`src/rtl/packet_integrity_checker_timeout.sv`:
```
// Inter-flit idle counter.
//   clk, reset : clock and synchronous active-high reset
//   clear      : restart the count (flit seen, or not inside a packet)
//   enable     : an idle cycle inside a packet
//   expired    : this idle cycle is the TIMEOUT-th consecutive one
module packet_timeout_counter #(
  parameter int TIMEOUT = 64
) (
  input  logic clk,
  input  logic reset,
  input  logic clear,
  input  logic enable,
  output logic expired
);
  localparam int W = $clog2(TIMEOUT + 1);

  logic [W-1:0] count;

  always_ff @(posedge clk) begin
    if (reset || clear)
      count <= '0;
    else if (enable && (count != W'(TIMEOUT)))
      count <= count + W'(1);
  end

  // Combinational so the FSM can act in the expiry cycle itself; a valid
  // flit in that cycle drops enable and therefore suppresses expiry.
  assign expired = enable && (count == W'(TIMEOUT - 1));
endmodule

```
`config.mk`:
```
export PLATFORM = sky130hd
export DESIGN_NAME = packet_timeout_counter
export DESIGN_NICKNAME = d
export VERILOG_FILES = /design/src/rtl/packet_integrity_checker_timeout.sv
export SDC_FILE = /design/constraint.sdc
export NUM_CORES = 1
export LEC_CHECK = 0
export BUFFER_PORTS_ARGS = -buffer_cell sky130_fd_sc_hd__buf_2
export CORE_AREA = 2 2 39 41
export CTS_CLUSTER_SIZE = 14
export DETAILED_ROUTE_END_ITERATION = 12
export DIE_AREA = 0 0 41 43
export PLACE_DENSITY = 0.42
export SYNTH_ARGS = -nofsm -noshare
export SYNTH_HDL_FRONTEND = slang
export SYNTH_SLANG_ARGS = --single-unit
```
`constraint.sdc`:
```
create_clock -name clk -period 4 [get_ports clk]
set_input_delay 0.4 -clock clk [delete_from_list [all_inputs] [get_ports clk]]
set_output_delay 0.4 -clock clk [all_outputs]
set_load 0.01 [all_outputs]
```
== Yosys cells after proc, flatten, opt, wreduce, memory -nomap -nowiden ==
Index checks and enable logic that the tools add are counted.
Word-level totals
  register bits: 7
  bits of input ports: 4
  output and inout port bits: 1
  logic and storage cells: 7
Cells by class
  add/subtract/negate cells: 1
  equality and inequality tests: 2
  reduce and logical (&&, ||, !) cells: 3
Operators with widths (number)
  adder 7 x 1 -> 7 bit (second input constant): 1
  == test 7 x 6 -> 1 bit (second input constant): 1
  inequality test 7 bit (second input constant): 1
  logical AND 1 bit: 2
  logical OR 1 bit: 1

== Longest topological paths before layout ==
Gate-level depths: netlist of the first run.
  word-level depth: 2
  mapped depth: 5
  depth with buffers taken out: 5

== Worst setup path after synthesis of the first run ==
No wires, ideal clock.
  kind: reg-to-output
  start point: register count[0]
  end point: output port expired
  arrival time: 1.045 ns
  setup slack: 2.555 ns
  stages on the path, launching flop included: 4
  buffers on the path: 0
  cells stage by stage: dfxtp_1 -> ha_1 -> nand4_1 -> nor3_1
On the way
  word-level cells in the longest chain between the ends: 2
Ends and longest elaborated chain
  start, declared: line 17  | logic [W-1:0] count;
  start signal, assigned: line 23  | count <= count + W'(1);
  == test 7 x 6 -> 1 bit: line 28  | assign expired = enable && (count == W'(TIMEOUT - 1));
  logical AND 1 bit: line 28
  end, declared: line 13  | output logic expired
No other way between the ends.

== Worst setup path in the final report of the first run ==
Ends and elaborated chain as after synthesis.

==> results of run 1 <==
## cells in the mapped netlist
master | count | area (sq um)
nand2_1 | 8 | 30.03
dfxtp_1 | 7 | 140.1
inv_1 | 4 | 15.01
nor2_1 | 4 | 15.01
a21oi_1 | 2 | 10.01
ha_1 | 2 | 25.02
mux2i_1 | 2 | 20.02
o21a_1 | 2 | 15.01
xor2_1 | 2 | 17.52
a311o_2 | 1 | 11.26
a41oi_1 | 1 | 8.760
nand4_1 | 1 | 6.260
nand4_2 | 1 | 12.51
nor2b_1 | 1 | 6.260
nor3_1 | 1 | 5.000
o21ai_0 | 1 | 5.000
or2_2 | 1 | 6.260
or3_1 | 1 | 6.260
## kinds of logic (layout without fill, tap and decap cells)
group	after synthesis	in the layout	synth area share [%]
AO/OA/AOI/OAI	7	7	14.08
XOR/XNOR	2	2	4.930
adder cells (fa/ha/maj)	2	2	7.041
buffers and inverters	4	12	4.224
flip-flops	7	7	39.44
multiplexers	2	2	5.634
AND/OR/NAND/NOR	18	18	24.65
## power by group
part           internal, mW  total [mW]  switching (mW)
combinational       0.00340     0.00765         0.00426
clock                0.0382      0.0656          0.0275
sequential           0.0705      0.0714        0.000911
## worst min-delay path: stages
cell and delay (ps):
buf_2 80, or2_2 140, a21oi_1 50
## metal layers
| layer | track usage [%] | wire length [um] | up-vias |
|---|---|---|---|
| met4 | 5.333 | 8 | 0 |
| met2 | 13.75 | 302 | 9 |
| li1 | - | - | 159 |
| met3 | 7.853 | 50 | 2 |
| met5 | 0 | 0 | - |
| met1 | 11.04 | 311 | 140 |
## worst paths after layout
| kind | from | end | slack, ps |
|---|---|---|---|
| worst min register to register | count[1] | count[1] | 510 |
| worst max-delay path | count[0] | expired | 2160 |
| worst max register to register | count[0] | count[0] | 2590 |
| worst min-delay path | reset | count[5] | 460 |
## final cells by class
type                       instances  share of cell area (%)
sequential                         7                   33.23
timing repair buffer               4                   4.748
clock buffer                       4                   6.231
inverter                           4                   3.561
multi-input combinational         31                   47.48
tap                               16                   4.748
## stage by stage
| step | setup WS (ps) | utilization, % |
|---|---|---|
| 5_1_grt | 2044 | 30.47 |
| 3_3_place_gp | 2474 | 28.57 |
| 6_report | 2164 | 30.47 |
| 2_1_floorplan | 2555 | - |
| 4_1_cts | 2161 | 30.47 |
| 3_5_place_dp | 2434 | 28.57 |
==> out/metrics.csv, run 1 <==
metric;value;unit
status;finished, final reports clean;
Power Dens Cells;343.2;nW/um^2
global route overflow;0;
ANT nets after route;0;
DR vias;310;
pin count of the biggest net entering global routing;6;
RSZ-0062 raised after global routing;false;
Levels on crit path;4;
H-tree Lvls;1;
chip height;43;um
CTS tree;built;
yosys warns;0;
Seq/Total Area, Yosys;39.44;%
fill cell count;155;
post-synthesis average cell area;8.461;sq um
slowest stage cell on the critical path;dfxtp_1;
vias in the first global route;283;
final WL;673;um
initial antenna violation count;0;
depth of the worst register-to-register path;5;
GRT Total Usage;10.17;%
Resize count post-CTS;0;
Worst-Skew Late Latency;260;ps
Leak;0.1637;nW
Synth cell types;18;
final-report max-slew violation count;0;
Core Box Area;1384;sq um
DR vias/cell;4.697;
first-pass GRT wire length;1117;um
critical setup path kind;flop to output port;
max reg flops;7;
Largest stage delay, worst path;400;ps
Hold Crit Class;input pin to flop;
commonest non-fill, non-tap cells in the layout;8 x nand2_1, 7 x dfxtp_1, 4 x inv_1, 4 x nor2_1, 4 x buf_2;
CP bufs+invs;1;
FP Rows;14;
share of cells above drive strength 1;20.00;%
Synth Cell Area;355.3;sq um
Hold Fails Final Rpt;0;
top flop regs;count (7);
fin crit share;45.89;%
placed cell area;395.4;sq um
Top-Level Pins;5;
# Post-CTS Setup Buffers;0;
DIE AREA;1763;sq um
crit-path max FO;4;
PortBufs;4;
Crit path arrival time;1440;ps
CP startpoint kind;flop;
Final Setup Violations;0;
Starting Density;25.68;%
hold buffer count at cts;0;
flops & latches, synth;7;
Post-Syn Nets;48;
Bufs on Longest Clock Path;2;
TNS Setup;0;ps
WP data required;3600;ps
Max Clock Freq;0.5448;GHz
Critical Path End Type;output port;
most common cell after layout, fill and taps aside;nand2_1;
DRC viols;0;
Pre-antenna DRT Iters;2;
wire per inst;10.20;um
crit path cell chain;ha_1, nand4_1, nor3_1, buf_2;
CTS clk-pin slew, worst paths;60;ps
CTS sink count;7;
Antenna Cells;0;
worst hold slack;459.0;ps
Final GP Congestion;0.6690;
HPWL Detailed;530.3;um
final instance area;421.7;sq um
CTS Buf Count;3;
total area of sequential cells;140.1;sq um
area grow syn2layout;18.66;%
Max VDD drop;162.0;uV
layout net count;57;
Design Power;0.1447;mW
slew at the pin with the worst max-slew slack;310.4;ps
dpl cells;62;
Layout Skew;10.61;ps
CTS Root Cell;clkbuf_4;
min cycle time layout;1836;ps
chip width;41;um
max-capacitance violation count;0;
Synth Instances;42;
CP delay by family, top;simple AND/OR/NAND/NOR gates;
Multi-input gate area;200.2;sq um
number of DRC markers in iteration 0;6;
Largest Register;count;
Max-Slew Margin vs Limit;79.03;%
Non-Filler Instances;66;
hold depth;3;
No activity file was read; power rests on OpenSTA's default activity.
==> run 2: changes to the inputs <==
--- a/config.mk
+++ b/config.mk
@@ -5,12 +5,13 @@
 export SDC_FILE = /design/constraint.sdc
 export NUM_CORES = 1
 export LEC_CHECK = 0
+export ABC_AREA = 1
 export BUFFER_PORTS_ARGS = -buffer_cell sky130_fd_sc_hd__buf_2
 export CORE_AREA = 2 2 39 41
 export CTS_CLUSTER_SIZE = 14
 export DETAILED_ROUTE_END_ITERATION = 12
 export DIE_AREA = 0 0 41 43
-export PLACE_DENSITY = 0.42
+export PLACE_DENSITY = 0.49
 export SYNTH_ARGS = -nofsm -noshare
 export SYNTH_HDL_FRONTEND = slang
 export SYNTH_SLANG_ARGS = --single-unit
==> constraint.sdc (replaced) <==
create_clock -name clk -period 1.5 [get_ports clk]
set_input_delay 0.15 -clock clk [delete_from_list [all_inputs] [get_ports clk]]
set_output_delay 0.15 -clock clk [all_outputs]
set_load 0.01 [all_outputs]
==> run 2 against run 1 <==
- worst setup slack lost 2100 ps
- routed wire length rose by 20%
- design area is 15% higher
- count of clock-buffer cells in the layout did not move
- combinational power increased to 3.3 times the previous value
- register-to-register slack got worse by 2400 ps
- final cell count is 30% higher
- synthesized cell count rose by 50%
- critical path depth did not move
- global-route usage rose by 2.7 points
- sequential share of layout area is 3.9 points lower
- clock power rose to 2.7 times the previous value
- largest power group unchanged
- highest routed layer unchanged
==> out/metrics.csv, run 2 <==
metric;value;unit;change
ys async rst share;0;%;unchanged
hold depth;4;;+1
Worst-Skew Late Latency;250;ps;about the same
Worst R2R End;count[0];;
pin count of the biggest net entering global routing;9;;+3
slew at the pin with the worst max-slew slack;430.7;ps;+120.2 ps
H-tree Lvls;1;;unchanged
ANT nets after route;0;;unchanged
placed cell area;449.2;sq um;+14%
Gate power share;6.5;%;+1.2 points
DR vias/cell;4.593;;-2.2%
worst hold slack;227.1;ps;-231.9 ps
chip width;41;um;unchanged
DRC viols;0;;unchanged
yosys warns;0;;unchanged
RSZ-0062 raised after global routing;false;;
Max VDD drop;340.3;uV;+110%
hold path startpoint;reset;;
Top-Level Pins;5;;unchanged
Synth cell types;16;;-2
Antenna Cells;0;;unchanged
Max-Slew Margin vs Limit;71.18;%;-7.8 points
Area contributors post-synth;dfxtp_1 34%, nor2_1 12%, nand2_1 10%;;
worst flop-to-flop path startpoint;count[0];;
Seq/Total Area, Yosys;33.84;%;-5.6 points
initial antenna violation count;0;;unchanged
Hold Fails Final Rpt;0;;unchanged
post-synthesis average cell area;6.574;sq um;-22%
Crit path arrival time;1270;ps;-170 ps
wire per inst;9.372;um;-8.1%
Critical Path End Type;output port;;
layout net count;77;;+35%
status;finished, final reports clean;;
chip height;43;um;unchanged
r2r setup slk;200;ps;-2390 ps
hold buffer count at cts;0;;unchanged
FP Rows;14;;unchanged
Final Setup Violations;0;;unchanged
Synth Cell Area;414.1;sq um;+17%
final WL;806;um;+20%
Psw;0.09564;mW;+190%
area grow syn2layout;17.22;%;
Post-synth top flop;dfxtp_1;;
most common cell after layout, fill and taps aside;nor2_1;;
Leak;0.1876;nW;+15%
largest area contributor in the netlist;dfxtp_1;;
commonest non-fill, non-tap cells in the layout;13 x nor2_1, 11 x nand2_1, 10 x inv_1;;
Starting Density;29.93;%;+4.2 points
share of cells above drive strength 1;20.00;%;unchanged
final instance area;485.5;sq um;+15%
CTS Buf Count;3;;unchanged
Synth Instances;63;;+50%
Multi-input gate area;239.0;sq um;+19%
GRT Total Usage;12.92;%;+2.7 points
Sequential Power Share;48.6;%;-0.7 points
max reg flops;7;;unchanged
Clock power frac;45.0;%;-0.4 points
depth of the worst register-to-register path;9;;+4
Layout Skew;0.9966;ps;-9.618 ps
WHS Endpoint;count[6];;
crit-path max FO;5;;+1
Power Dens Cells;815.5;nW/um^2;+140%
WP data required;1350;ps;-2250 ps
Hold Crit Class;input pin to flop;;
final-report max-slew violation count;0;;unchanged
sw frac;24.16;%;+1.6 points
fill cell count;165;;+6.5%
global route overflow;0;;unchanged
max-capacitance violation count;0;;unchanged
flops & latches, synth;7;;unchanged
area share of the largest cell type after synthesis;33.84;%;-5.6 points
Max Clock Freq;0.7029;GHz;
number of DRC markers in iteration 0;3;;-3
DR vias;395;;+27%
Final GP Congestion;0.6961;;+4.1%
min cycle time layout;1423;ps;
top flop regs;count (7);;
Pre-antenna DRT Iters;4;;+2
total area of sequential cells;142.6;sq um;+1.8%
DIE AREA;1763;sq um;unchanged
Bufs on Longest Clock Path;2;;unchanged
Largest Register;count;;
top-count cell post-synth;nor2_1;;
vias in the first global route;381;;+35%
Finished Core Util;35.08;%;+4.6 points
CTS clk-pin slew, worst paths;60;ps;about the same
critical setup path kind;flop to output port;;
CTS tree;built;;
fin crit share;94.85;%;
HPWL Detailed;593.6;um;+12%
CP startpoint kind;flop;;
cell-internal power;0.3002;mW;+170%
PortBufs;4;;unchanged
synth cell count leaders;13 x nor2_1, 11 x nand2_1, 10 x inv_1, 7 x dfxtp_1, 6 x nand3_1;;
Post-Syn Nets;69;;+44%
TNS Setup;0;ps;unchanged
Core Box Area;1384;sq um;unchanged
Post-synth EDFFs;0;;unchanged
first-pass GRT wire length;1511;um;+35%
CTS Root Cell;clkbuf_4;;
CTS sink count;7;;unchanged
[run 2: changes by cell type after synthesis, moves of 2 or more]
cell | before | now
nand2_1 | 8 | 11
inv_1 | 4 | 10
mux2i_1 | 2 | 0
nand3_1 | 0 | 6
o21a_1 | 2 | 0
nor2_1 | 4 | 13
[run 2: worst max-delay path by stage]
stage / endpoint / slack, ps / from / depth (start not counted)
global route: expired / 2 / count[0] / 4
floorplan: expired / 300 / count[0] / 3
finish: expired / 80 / count[0] / 4
detailed placement: count[1] / 170 / count[0] / 8
CTS: expired / 30 / count[0] / 4
global placement: count[0] / 190 / count[0] / 8
[run 2: per-stage QoR]
step	cells	setup slack (ps)	power (mW)
detailed placement	82	171.3	0.2206
CTS	86	25.27	0.4019
global route	86	1.934	0.4176
finish	86	77.29	0.3959
floorplan	63	296.1	0.2131
global placement	82	188.0	0.2204
[run 2: kinds of logic (layout without fill, tap and decap cells)]
logic type / Yosys count / count (layout) / share of synthesized area, %
fa+ha+maj: 2 / 2 / 6.041
simple gates: 37 / 37 / 41.70
buf+inv: 11 / 18 / 10.27
xor+xnor: 1 / 1 / 2.115
flops: 7 / 7 / 33.84
compound gates: 5 / 5 / 6.041
[run 2: critical path, cell delays in order (launching register included)]
cell and delay [ps]:
dfxtp_2 370, ha_2 210, nand3_2 110, nor4_1 170
buf_2 170
[run 2: what timing repair did]
action                     in CTS  in global routing
resized for setup               2                  2
cloned                          0                  0
setup endpoints to repair       1                  1
buffers inserted                0                  0
[run 2: final cells by class]
cell class | count | share of cell area [%]
Sequential cell | 7 | 29.38
Inverter | 10 | 7.732
Timing Repair Buffer | 4 | 4.124
Tap cell | 16 | 4.124
Clock buffer | 4 | 5.412
Multi-Input combinational cell | 45 | 49.23
[run 2: routing by layer]
metal	wire, um	vias to the layer above	part of all wire, %	track usage, %
met5	0	-	0	0
met3	12	2	1.5	1.571
met1	421	178	52	15.69
met4	15	0	1.9	12.00
met2	356	3	44	18.44
li1	-	212	-	-
[run 2: power groups by stage]
stage | sequential, mW | combinational, mW | clock, mW
floorplan | 0.195 | 0.0182 | 0
global placement | 0.196 | 0.0247 | 0
detailed placement | 0.196 | 0.0249 | 0
CTS | 0.192 | 0.0255 | 0.184
global route | 0.193 | 0.0300 | 0.195
finish | 0.192 | 0.0256 | 0.178
